**config.mk**
```make
export PLATFORM = sky130hd
export DESIGN_NAME = reg_writeback_queue
export DESIGN_NICKNAME = d
export VERILOG_FILES = /design/src/rtl/reg_writeback_queue_pkg.sv /design/src/rtl/reg_writeback_queue_fwd_match.sv /design/src/rtl/reg_writeback_queue.sv
export SDC_FILE = /design/constraint.sdc
export NUM_CORES = 1
export LEC_CHECK = 0
export BUFFER_PORTS_ARGS = -buffer_cell sky130_fd_sc_hd__buf_4
export CAP_MARGIN = 25
export CORE_ASPECT_RATIO = 0.7
export CORE_MARGIN = 5
export CORE_UTILIZATION = 25
export CTS_CLUSTER_DIAMETER = 50
export DETAILED_ROUTE_END_ITERATION = 12
export MAX_ROUTING_LAYER = met4
export PLACE_DENSITY = 0.53
export REMOVE_ABC_BUFFERS = 1
export SLEW_MARGIN = 20
export SYNTH_ARGS = -nofsm -noshare
export SYNTH_HDL_FRONTEND = slang
export SYNTH_SLANG_ARGS = --single-unit
```
**constraint.sdc**
```tcl
create_clock -name clk -period 8 [get_ports clk]
set_input_delay 2.4 -clock clk [delete_from_list [all_inputs] [get_ports clk]]
set_output_delay 2.4 -clock clk [all_outputs]
set_load 0.1 [all_outputs]
```
**src/rtl/reg_writeback_queue_pkg.sv**
```systemverilog
// Shared types and constants for the register write-back queue.
package reg_writeback_queue_pkg;

    localparam int ID_W     = 5;
    localparam int DATA_W   = 32;
    localparam int WB_DEPTH = 4;

    typedef logic [ID_W-1:0]   reg_id_t;
    typedef logic [DATA_W-1:0] op_t;

    typedef struct packed {
        reg_id_t id;
        op_t     data;
    } wb_entry_t;

    // Register 0 is hard-wired, so writes to it are dropped.
    function automatic logic id_writable(input reg_id_t id);
        return (id != ID_W'(0));
    endfunction

endpackage

```
**src/rtl/reg_writeback_queue_fwd_match.sv**
```systemverilog
// Forwarding lookup: finds the youngest valid entry targeting a queried register.
module wb_fwd_match
    import reg_writeback_queue_pkg::*;
#(
    parameter int DEPTH = WB_DEPTH,
    localparam int PTR_W = $clog2(DEPTH)
) (
    input  wb_entry_t        entries_i [DEPTH],
    input  logic [DEPTH-1:0] valid_i,
    input  logic [PTR_W-1:0] head_i,
    input  reg_id_t          query_i,
    output logic             hit_o,
    output op_t              data_o
);

    // Walk from oldest (head) to youngest so later matches override earlier ones.
    always_comb begin
        logic [PTR_W-1:0] idx;
        logic             match;
        hit_o  = 1'b0;
        data_o = '0;
        idx    = '0;
        match  = 1'b0;
        for (int k = 0; k < DEPTH; k++) begin
            idx    = head_i + PTR_W'(k);
            match  = valid_i[idx] && (entries_i[idx].id == query_i) && id_writable(query_i);
            hit_o  = hit_o | match;
            data_o = match ? entries_i[idx].data : data_o;
        end
    end

endmodule

```
**src/rtl/reg_writeback_queue.sv**
```systemverilog
// In-order write-back FIFO merging ALU and memory results into the register file
// write port, with forwarding lookups over entries not yet committed.
module reg_writeback_queue
    import reg_writeback_queue_pkg::*;
#(
    parameter int DEPTH = WB_DEPTH,
    parameter int CNT_W = $clog2(DEPTH) + 1
) (
    input  logic             clk,
    input  logic             rst,
    input  logic             alu_valid,
    input  reg_id_t          alu_id,
    input  op_t              alu_data,
    output logic             alu_ready,
    input  logic             mem_valid,
    input  reg_id_t          mem_id,
    input  op_t              mem_data,
    output logic             mem_ready,
    input  logic             wb_hold,
    output logic             enable_write,
    output reg_id_t          write_id,
    output op_t              write_data,
    input  reg_id_t          lookup1_id,
    input  reg_id_t          lookup2_id,
    output logic             lookup1_hit,
    output logic             lookup2_hit,
    output op_t              lookup1_data,
    output op_t              lookup2_data,
    output logic [CNT_W-1:0] pending_count,
    output logic             full,
    output logic             empty
);

    localparam int PTR_W = $clog2(DEPTH);

    wb_entry_t        entries_q [DEPTH];
    logic [DEPTH-1:0] valid_q, valid_d;
    logic [PTR_W-1:0] head_q, head_d;
    logic [PTR_W-1:0] tail_q, tail_d;
    logic [CNT_W-1:0] count_q, count_d;
    logic             full_q, full_d;
    logic             empty_q, empty_d;

    logic             alu_acc_s;
    logic             mem_acc_s;
    logic             enq_s;
    logic             pop_s;
    wb_entry_t        enq_entry_s;
    logic             hit1_s, hit2_s;
    op_t              data1_s, data2_s;

    // Handshake: single enqueue slot per cycle with ALU priority; id 0 is acked but dropped.
    always_comb begin
        alu_ready   = ~full_q & ~rst;
        mem_ready   = ~full_q & ~rst & ~alu_valid;
        alu_acc_s   = alu_valid & alu_ready;
        mem_acc_s   = mem_valid & mem_ready;
        enq_entry_s = '0;
        enq_s       = 1'b0;
        if (alu_acc_s) begin
            enq_entry_s = '{id: alu_id, data: alu_data};
            enq_s       = id_writable(alu_id);
        end else if (mem_acc_s) begin
            enq_entry_s = '{id: mem_id, data: mem_data};
            enq_s       = id_writable(mem_id);
        end else begin
            enq_s       = 1'b0;
        end
        pop_s = ~rst & ~empty_q & ~wb_hold;
    end

    // Next-state for pointers, valid mask and occupancy.
    always_comb begin
        valid_d = valid_q;
        head_d  = head_q;
        tail_d  = tail_q;
        if (pop_s) begin
            valid_d[head_q] = 1'b0;
            head_d          = head_q + PTR_W'(1);
        end else begin
            head_d          = head_q;
        end
        if (enq_s) begin
            valid_d[tail_q] = 1'b1;
            tail_d          = tail_q + PTR_W'(1);
        end else begin
            tail_d          = tail_q;
        end
        count_d = count_q + CNT_W'(enq_s) - CNT_W'(pop_s);
        full_d  = (count_d == CNT_W'(DEPTH));
        empty_d = (count_d == CNT_W'(0));
    end

    // Control state register with synchronous reset.
    always_ff @(posedge clk) begin
        if (rst) begin
            valid_q <= '0;
            head_q  <= '0;
            tail_q  <= '0;
            count_q <= '0;
            full_q  <= 1'b0;
            empty_q <= 1'b1;
        end else begin
            valid_q <= valid_d;
            head_q  <= head_d;
            tail_q  <= tail_d;
            count_q <= count_d;
            full_q  <= full_d;
            empty_q <= empty_d;
        end
    end

    // Entry storage; contents only matter where the valid mask is set.
    always_ff @(posedge clk) begin
        if (enq_s && !rst) begin
            entries_q[tail_q] <= enq_entry_s;
        end
    end

    wb_fwd_match #(.DEPTH(DEPTH)) u_fwd1 (
        .entries_i (entries_q),
        .valid_i   (valid_q),
        .head_i    (head_q),
        .query_i   (lookup1_id),
        .hit_o     (hit1_s),
        .data_o    (data1_s)
    );

    wb_fwd_match #(.DEPTH(DEPTH)) u_fwd2 (
        .entries_i (entries_q),
        .valid_i   (valid_q),
        .head_i    (head_q),
        .query_i   (lookup2_id),
        .hit_o     (hit2_s),
        .data_o    (data2_s)
    );

    // Output drive; reset forces the idle view even before the reset edge lands.
    always_comb begin
        enable_write  = pop_s;
        if (!rst && !empty_q) begin
            write_id   = entries_q[head_q].id;
            write_data = entries_q[head_q].data;
        end else begin
            write_id   = '0;
            write_data = '0;
        end
        lookup1_hit   = hit1_s & ~rst;
        lookup2_hit   = hit2_s & ~rst;
        lookup1_data  = rst ? '0 : data1_s;
        lookup2_data  = rst ? '0 : data2_s;
        pending_count = count_q;
        full          = full_q & ~rst;
        empty         = empty_q | rst;
    end

endmodule
```
==> results.py <==
metrics = {
    "synth": {
        "synth-compound-area-share_pct": 17.47,
        "postSynth.asyncResetShare_pct": 0,
        "synthTopCellsByArea": "edfxtp_1 38%, mux2i_1 11%, a211oi_1 7.6%",
        "synth_ff_type": "edfxtp_1",
        "yosysTopAreaCell": "edfxtp_1",
        "synth_top_family_by_area": "multiplexers",
        "synth-seq-cells": 161,
        "ys_top_cells_by_count": "148 x edfxtp_1, 138 x nand2_1, 131 x mux2i_1",
        "netlist_area_sq_um": 11620,
        "synth_top_cell_area_share_pct": 38.23,
        "synth.distinct_cells": 44,
        "synth-xor-area-share_pct": 3.240,
        "synthAdderAreaFrac_pct": 1.249,
        "synth-edff-count": 148,
        "syn_inst": 1165,
        "yosysMostFrequentCell": "edfxtp_1",
        "synth-simple-area-share_pct": 10.76,
        "yosysSeqAreaShare_pct": 40.47,
        "yosysWarnings": 0,
        "syn_avg_cell_area_sq_um": 9.978,
        "synthMuxAreaShare_pct": 22.39,
    },
    "floorplanning": {
        "die_y_um": 190.4,
        "core-area_sq_um": 46240,
        "start_util_pct": 25.14,
        "num_rows": 66,
        "io_pins": 200,
        "dieArea_sq_um": 50980,
        "die_w_um": 267.7,
    },
    "drt": {
        "drc": 0,
        "drt_wl_total_um": 40660,
        "ant_nets": 0,
        "drt_iter0_markers": 913,
        "viasPerCell": 5.126,
        "post_drt_wl_per_cell_um": 21.08,
        "vias": 9888,
        "first_pass_iters": 5,
    },
    "sta": {
        "fin_crit_sh_pct": 94.15,
        "rsz0062_at_grt": "false",
        "slew_violations": 0,
        "setup_violations": 0,
        "fin_skew_ps": 11.06,
        "maxSlewHeadroom_pct": 31.19,
        "max_freq_mhz": 132.8,
        "tightest_slew_ps": 1032,
        "fin_tns_setup_ps": 0,
        "fin_crit_ps": 7532,
        "final_hold_viol_count": 0,
    },
    "finish": {
        "fin_cells": 1929,
        "layout-drive-gt1-share_pct": 28.47,
        "antennaDiodeCount": 0,
        "fin_nets": 1405,
        "multiInputGateArea_sq_um": 6466,
        "area_growth_pct": 24.01,
        "n_fill_cell": 4783,
        "seqCellArea_sq_um": 4712,
    },
    "place": {
        "placed_cells": 1897,
        "dp_hpwl_um": 27930,
        "place_congestion": 0.8522,
        "port-buffer-count": 199,
    },
    "cts": {
        "clock-sinks": 161,
        "cts_inserted_buffers": 17,
        "cts_tree": "done",
        "path_clk_slew_ps": 70,
        "cts_root_buf": "clkbuf_16",
        "ctsHoldBuffers": 0,
        "post_cts_resized": 0,
        "cts_max_path_buffers": 2,
        "htreeDepth": 4,
        "cts_setup_buffers": 0,
        "insertion_delay_ps": 440,
    },
    "global_route": {
        "grt_pass1_wl_um": 60930,
        "grt_use_met1_pct": 23.60,
        "grt_max_degree": 72,
        "top_usage_layer": "met1",
        "grt_pass1_vias": 9773,
        "grt_use_met2_pct": 23.48,
        "grt.total_usage_pct": 16.13,
        "gr-usage-met3_pct": 2.915,
        "grt_antenna_before_repair": 0,
        "grt_overflow_total": 0,
    },
    "critical_path": {
        "timing.rr.end": "full_q",
        "cp.arrival_ps": 5130,
        "worstPathRequired_ps": 5600,
        "cp-start-kind": "input pin",
        "end_kind": "primary output",
        "reg2reg_depth": 14,
        "cp_max_fo": 23,
        "crit_type": "input pin to primary output",
        "r2r_start": "full_q",
        "r2r_slack_ps": 4680,
    },
    "worst_hold_path": {
        "min_path_cells": 2,
        "hold_class": "flip-flop to flip-flop",
        "hold_start": "tail_q[1]",
        "hold_end": "tail_q[1]",
    },
    "pwr": {
        "p_int_mw": 1.938,
        "ir_worst_vdd_mv": 0.1367,
        "powerDensity_nw_per_um2": 225.5,
        "clockPowerShare_pct": 25.5,
        "power.leakage_nw": 4.873,
        "p_sw_mw": 1.313,
        "pwr-share-seq_pct": 33.0,
        "comb_power_share_pct": 41.5,
        "swShare_pct": 40.39,
    },
    "run_status": {
        "status": "complete, no violations",
    },
    "job": {
        "max_cap_violations": 0,
    },
}
==> how the worst max path moves through the flow <==
stage / startpoint / cells past startpoint / end / slack (ps)
CTS: lookup2_id[0] / 11 / lookup2_data[27] / 540
finish: lookup2_id[0] / 11 / lookup2_data[27] / 470
global route: head_q[0] / 12 / lookup2_data[27] / 280
floorplan: head_q[0] / 9 / lookup2_data[10] / -11200
detailed placement: lookup2_id[0] / 11 / lookup2_data[27] / 550
global placement: lookup2_id[0] / 11 / lookup2_data[27] / 530
==> cell families (layout without fill, tap and decap cells) <==
logic type,count (synthesis),after routing
compound gates,309,309
simple gates,298,298
mux,221,221
flops,161,161
buf+inv,122,274
xor+xnor,43,43
fa+ha+maj,11,11
==> state kept, by name (all words and copies together), names as in the netlist <==
register,flops
pending_count,3
entries_q,148
head_q,2
empty_q,1
valid_q,4
tail_q,2
full_q,1
==> power by group through the flow <==
stage	sequential, mW	combinational, mW	clock, mW
3_3_place_gp	1.09	1.32	0
6_report	1.07	1.35	0.829
4_1_cts	1.07	1.35	0.854
5_1_grt	1.08	1.45	0.892
2_1_floorplan	1.15	0.934	0
3_5_place_dp	1.09	1.35	0
==> layout make-up <==
| cell class | count | area share [%] |
|---|---|---|
| well taps | 612 | 5.312 |
| multi-input cells | 882 | 44.85 |
| inverters | 11 | 0.2864 |
| repair buffers | 232 | 12.76 |
| flip-flops and latches | 161 | 32.69 |
| clock buffers | 18 | 2.977 |
| clock inverters | 13 | 1.128 |
==> placed cells by master (no fill, tap or decap), types with 3 or more instances in the layout <==
| cell | count |
|---|---|
| clkbuf_16 | 17 |
| ha_1 | 9 |
| a22o_1 | 37 |
| buf_16 | 3 |
| mux4_2 | 22 |
| clkinv_4 | 3 |
| o21ai_0 | 125 |
| edfxtp_1 | 148 |
| nand4_1 | 6 |
| buf_4 | 226 |
| a31o_2 | 4 |
| or2_2 | 3 |
| inv_1 | 9 |
| nor2b_1 | 10 |
| a211oi_1 | 118 |
| nor3_1 | 9 |
| nor4_1 | 4 |
| and2_2 | 6 |
| mux2i_1 | 131 |
| o31ai_1 | 3 |
| mux2_2 | 66 |
| a21oi_1 | 12 |
| bufinv_16 | 3 |
| xor2_1 | 14 |
| buf_12 | 3 |
| nor2_1 | 105 |
| or3_1 | 3 |
| xnor2_1 | 29 |
| nand2_1 | 138 |
| dfxtp_1 | 11 |
==> worst max-delay path, stage by stage <==
cell	delay, ps
buf_4	150
nor2b_1	110
mux2i_1	70
o21a_1	180
nor4_2	450
buf_12	270
o21a_2	210
buf_4	190
a211oi_1	100
a211oi_1	590
buf_4	410
==> stage by stage <==
step / utilization [%] / power [mW] / cell area (sq um) / setup WS, ps / hold slack [ps]
after detailed placement: 29.84 / 2.440 / 13800 / 549.5 / 489.9
after global placement: 29.72 / 2.406 / 13740 / 531.7 / 484.2
after CTS: 31.11 / 3.281 / 14390 / 537.0 / 499.4
after floorplan: - / 2.080 / 11150 / -11200 / 458.7
after global routing: 31.17 / 3.424 / 14420 / 279.8 / 540.7
final: 31.17 / 3.251 / 14420 / 467.9 / 499.5
==> metal layers <==
layer	share of wire [%]	vias up	wire [um]
met5	0	-	0
met4	1.0	0	418
met3	5.4	21	2195
met2	43	333	17540
met1	50	4884	20500
li1	-	4650	-
Power figures use the tool's default switching activity.
